===== src/rtl/mem_access_unit.sv =====
// rtl/mem_access_unit.sv - MEM-stage req/ack access controller with stall and timeout
//
// Purpose: turns the EX/MEM load/store control, address and store data into a
// single req/ack transaction on a variable-latency data memory. The pipeline is
// stalled until the transaction completes, then load data is handed to MEM/WB
// with a one-cycle valid pulse.
//
// Ports:
//   clk, rst              clock, asynchronous active-high reset
//   MemRead, MemWrite     EX/MEM access type (both set = write)
//   ALUOut, ReadValue     EX/MEM word address and store data
//   mem_rdata, mem_ack    memory read data and completion
//   mem_req, mem_we       memory request and direction
//   mem_addr, mem_wdata   registered address and store data
//   stall                 freeze IF..EX/MEM (combinational)
//   mem_data_out          last captured load data
//   mem_valid             one-cycle completion pulse
//   err                   sticky timeout flag
module mem_access_unit #(
    parameter int TIMEOUT = 255,
    parameter int CNT_W   = 8
) (
    input  logic        clk,
    input  logic        rst,
    input  logic        MemRead,
    input  logic        MemWrite,
    input  logic [15:0] ALUOut,
    input  logic [15:0] ReadValue,
    input  logic [15:0] mem_rdata,
    input  logic        mem_ack,
    output logic        mem_req,
    output logic        mem_we,
    output logic [15:0] mem_addr,
    output logic [15:0] mem_wdata,
    output logic        stall,
    output logic [15:0] mem_data_out,
    output logic        mem_valid,
    output logic        err
);

    typedef enum logic [1:0] {
        S_IDLE = 2'd0,
        S_REQ  = 2'd1,
        S_DONE = 2'd2
    } state_t;

    state_t             r_state;
    state_t             w_next;
    logic [CNT_W-1:0]   r_wait_cnt;
    logic               r_we;
    logic [15:0]        r_addr;
    logic [15:0]        r_wdata;
    logic [15:0]        r_data_out;
    logic               r_err;
    logic               w_access;
    logic               w_timeout;

    assign w_access  = MemRead | MemWrite;

    // wait_cnt is 0 in the first REQ cycle, so TIMEOUT-1 marks the last allowed cycle
    assign w_timeout = (TIMEOUT != 0) && !mem_ack &&
                       (r_wait_cnt == CNT_W'(TIMEOUT - 1));

    always_ff @(posedge clk or posedge rst) begin
        if (rst) begin
            r_state <= S_IDLE;
        end else begin
            r_state <= w_next;
        end
    end

    // mem_req/stall/mem_valid decode straight from state so reset drops them at once
    always_comb begin
        w_next    = r_state;
        mem_req   = 1'b0;
        stall     = 1'b0;
        mem_valid = 1'b0;
        case (r_state)
            S_IDLE: begin
                stall = w_access;
                if (w_access) begin
                    w_next = S_REQ;
                end
            end
            S_REQ: begin
                mem_req = 1'b1;
                stall   = 1'b1;
                if (mem_ack || w_timeout) begin
                    w_next = S_DONE;
                end
            end
            S_DONE: begin
                mem_valid = 1'b1;
                w_next    = S_IDLE;
            end
            default: begin
                w_next = S_IDLE;
            end
        endcase
    end

    always_ff @(posedge clk or posedge rst) begin
        if (rst) begin
            r_wait_cnt <= '0;
            r_we       <= 1'b0;
            r_addr     <= 16'h0000;
            r_wdata    <= 16'h0000;
            r_data_out <= 16'h0000;
            r_err      <= 1'b0;
        end else begin
            case (r_state)
                S_IDLE: begin
                    if (w_access) begin
                        r_addr     <= ALUOut;
                        r_wdata    <= ReadValue;
                        r_we       <= MemWrite;
                        r_wait_cnt <= '0;
                    end
                end
                S_REQ: begin
                    r_wait_cnt <= r_wait_cnt + CNT_W'(1);
                    if (mem_ack) begin
                        if (!r_we) begin
                            r_data_out <= mem_rdata;
                        end
                    end else if (w_timeout) begin
                        r_err <= 1'b1;
                    end
                end
                default: begin
                end
            endcase
        end
    end

    assign mem_we       = r_we;
    assign mem_addr     = r_addr;
    assign mem_wdata    = r_wdata;
    assign mem_data_out = r_data_out;
    assign err          = r_err;

endmodule


===== config.mk =====
export PLATFORM = sky130hd
export DESIGN_NAME = mem_access_unit
export DESIGN_NICKNAME = d
export VERILOG_FILES = /design/src/rtl/mem_access_unit.sv
export SDC_FILE = /design/constraint.sdc
export NUM_CORES = 1
export LEC_CHECK = 0
export CAP_MARGIN = 20
export CORE_ASPECT_RATIO = 1.75
export CORE_MARGIN = 2
export CORE_UTILIZATION = 45
export DETAILED_ROUTE_END_ITERATION = 8
export GPL_ROUTABILITY_DRIVEN = 0
export HOLD_SLACK_MARGIN = 0.15
export PLACE_DENSITY = 0.91
export SETUP_SLACK_MARGIN = 0.2
export SLEW_MARGIN = 20
export SYNTH_ARGS = -nofsm -noshare
export SYNTH_HDL_FRONTEND = slang
export SYNTH_SLANG_ARGS = --single-unit

===== constraint.sdc =====
create_clock -name clk -period 4.5 [get_ports clk]
set_input_delay 0.9 -clock clk [delete_from_list [all_inputs] [get_ports clk]]
set_output_delay 0.9 -clock clk [all_outputs]
set_load 0.005 [all_outputs]

==> flow_summary.ini <==
[routing]
routed_wl_mm = 5.51
drcViolationCount = 0
drtIter0Drc = 68
route.vias.total = 1755
antenna_left = 0
wl_per_cell_um = 16.4
viasPerCell = 5.21
drtPass1Iterations = 4

[synthesis]
synth_top_cells_by_count = dfrtp_1 (60), mux2_2 (46), nand2_1 (8)
ys_ff_latch = 60
synth.distinct_cells = 31
ys_seq_area_frac = 0.616
yosysMostFrequentCell = dfrtp_1
synthesis.yosys.warnings = 0
synthCells = 166
synth-edff-count = 0
yosysTopAreaCellShare = 0.616
synth_nets = 221
synthFlopType = dfrtp_1
yosys.area.top_type = dfrtp_1
yosys-top-cells-area = dfrtp_1 (62%), mux2_2 (21%), buf_6 (2.3%)
synthesis.area_um2 = 2440
postSynthAreaPerCell_um2 = 14.7
synth_async_sr_flop_share = 1.00

[timing]
period_needed_ns = 3.10
fmax_mhz = 322
worst_pin_slew_ns = 0.940
period_share = 0.689
clock_skew_ns = 0.00814
finalHoldViolCount = 0
setup_viol_count_final = 0
fin_ws_ns = 1.40
rsz0062_at_grt = false
fin_tns_setup_ns = 0
slew_violations = 0
slew-limit-headroom = 0.372

[cts]
clk_pin_slew_ns = 0.07
cts_root_buf = clkbuf_8
htreeDepth = 3
cts_buffers = 9
clkLatencyLatePin_ns = 0.34
cts_tree = done
post_cts_buffers = 0
cts_resized = 0
holdBufCountCts = 0
cts.sinks = 60
cts_max_path_buffers = 2

[global_routing]
grt_max_degree = 43
grtUsageTotal = 0.192
grt_overflow_total = 0
antenna_found_initial = 0
grt_pass1_wl_mm = 8.56
grt_pass1_vias = 1782

[setup_path]
critPathBufInv = 2
path_common_cell = clkdlybuf4s50_1
slowest_delay_ns = 0.47
cp_data_arrival_time_ns = 2.20
cp-end-kind = output port
critPathRequiredTime_ns = 3.60
slowest_stage = clkdlybuf4s50_1
path_max_fanout = 3
startpoint_type = input port
crit_chain = clkdlybuf4s50_1 > o21ai_0 > nand2_1 > clkdlybuf4s50_1
crit_type = input port to output port
crit_family = buffers and inverters

[flow_run]
drv_cap = 0

[final_layout]
final_util = 0.705
syn2layout_area_growth_pct = 52.0
drive_gt1_frac = 0.238
antenna_cells = 0
layout.nets = 332

[power_and_ir_drop]
powerDensity_nw_per_um2 = 664
ir_drop_mv = 0.462
power_mw = 2.46
p_leak_nw = 1.54

[floorplanning]
initial_core_util = 0.464
core_area_um2 = 5260
die_h_um = 101
die_w_um = 59.6
die-area_um2 = 6050
core.rowCount = 35
ioPinCount = 106

[placed_design]
io_buffer_count = 105
hpwl_mm = 4.08
pre_cts_slack_ns = 1.40

[status]
outcome = completed

[worst_hold_path]
hold_path_class = flip-flop to flip-flop
[path summary, 6_finish.rpt]
kind / startpoint / end / slack, ns / cells after the start
min in group asynchronous: rst / mem_data_out[7]$_DFFE_PP0P_ / 1.06 / 2
max in group asynchronous: rst / r_wait_cnt[3]$_DFFE_PP0P_ / 2.65 / 3
hold reg to reg: err$_DFFE_PP0P_ / err$_DFFE_PP0P_ / 0.46 / 1
hold / removal: err$_DFFE_PP0P_ / err$_DFFE_PP0P_ / 0.46 / 1
setup reg to reg: r_state[1]$_DFFE_PP0P_ / mem_data_out[3]$_DFFE_PP0P_ / 2.34 / 3
setup / recovery: MemWrite / stall / 1.40 / 4
[power by group]
| part | internal (mW) | switching (mW) |
|---|---|---|
| Clock | 0.258 | 0.224 |
| Combinational | 0.700 | 0.345 |
| Sequential | 0.788 | 0.145 |
[cells by family after synthesis]
logic type | synth area share
XOR/XNOR | 0.00718
flip-flops | 0.616
buffers and inverters | 0.0308
adder cells (fa/ha/maj) | 0.0103
AO/OA/AOI/OAI | 0.0431
multiplexers | 0.234
AND/OR/NAND/NOR | 0.0590
[per-layer routing]
layer  GRT usage  up-vias  share of wire
li1            -      810              -
met1       0.214      860           0.36
met2       0.322       73           0.55
met3      0.0562       12          0.058
met4       0.101        0          0.030
met5           0        -              0
[layout by cell type, fill, tap and decap left out, drive strengths merged, types with 4 or more instances in the layout]
cell type,Yosys,layout
dfrtp,60,60
clkdlybuf4s50,0,105
o21ai,4,4
nand2,8,8
mux2,48,48
inv,4,5
nand3,4,4
nor2,5,5
clkbuf,1,9
[stage by stage]
stage	hold WS [ns]	instance area, um^2	cells
floorplan	0.443	2440	166
global placement	0.444	3510	321
detailed placement	0.452	3510	321
CTS	0.467	3710	337
global route	0.491	3710	337
finish	0.463	3710	337
[sequential cells by signal (all words and copies together), names as in the netlist]
name          flops
err               1
mem_addr         16
mem_data_out     16
mem_wdata        16
mem_we            1
r_state           2
r_wait_cnt        8
[layout make-up]
class | count | area [um^2]
inverter | 4 | 15.0
multi-input combinational | 96 | 862
timing repair buffer | 106 | 1060
fill | 375 | 1550
sequential | 60 | 1500
clock buffer | 9 | 124
clock inverter | 7 | 76.3
tap | 55 | 68.8
No activity file was read; power rests on OpenSTA's default activity.
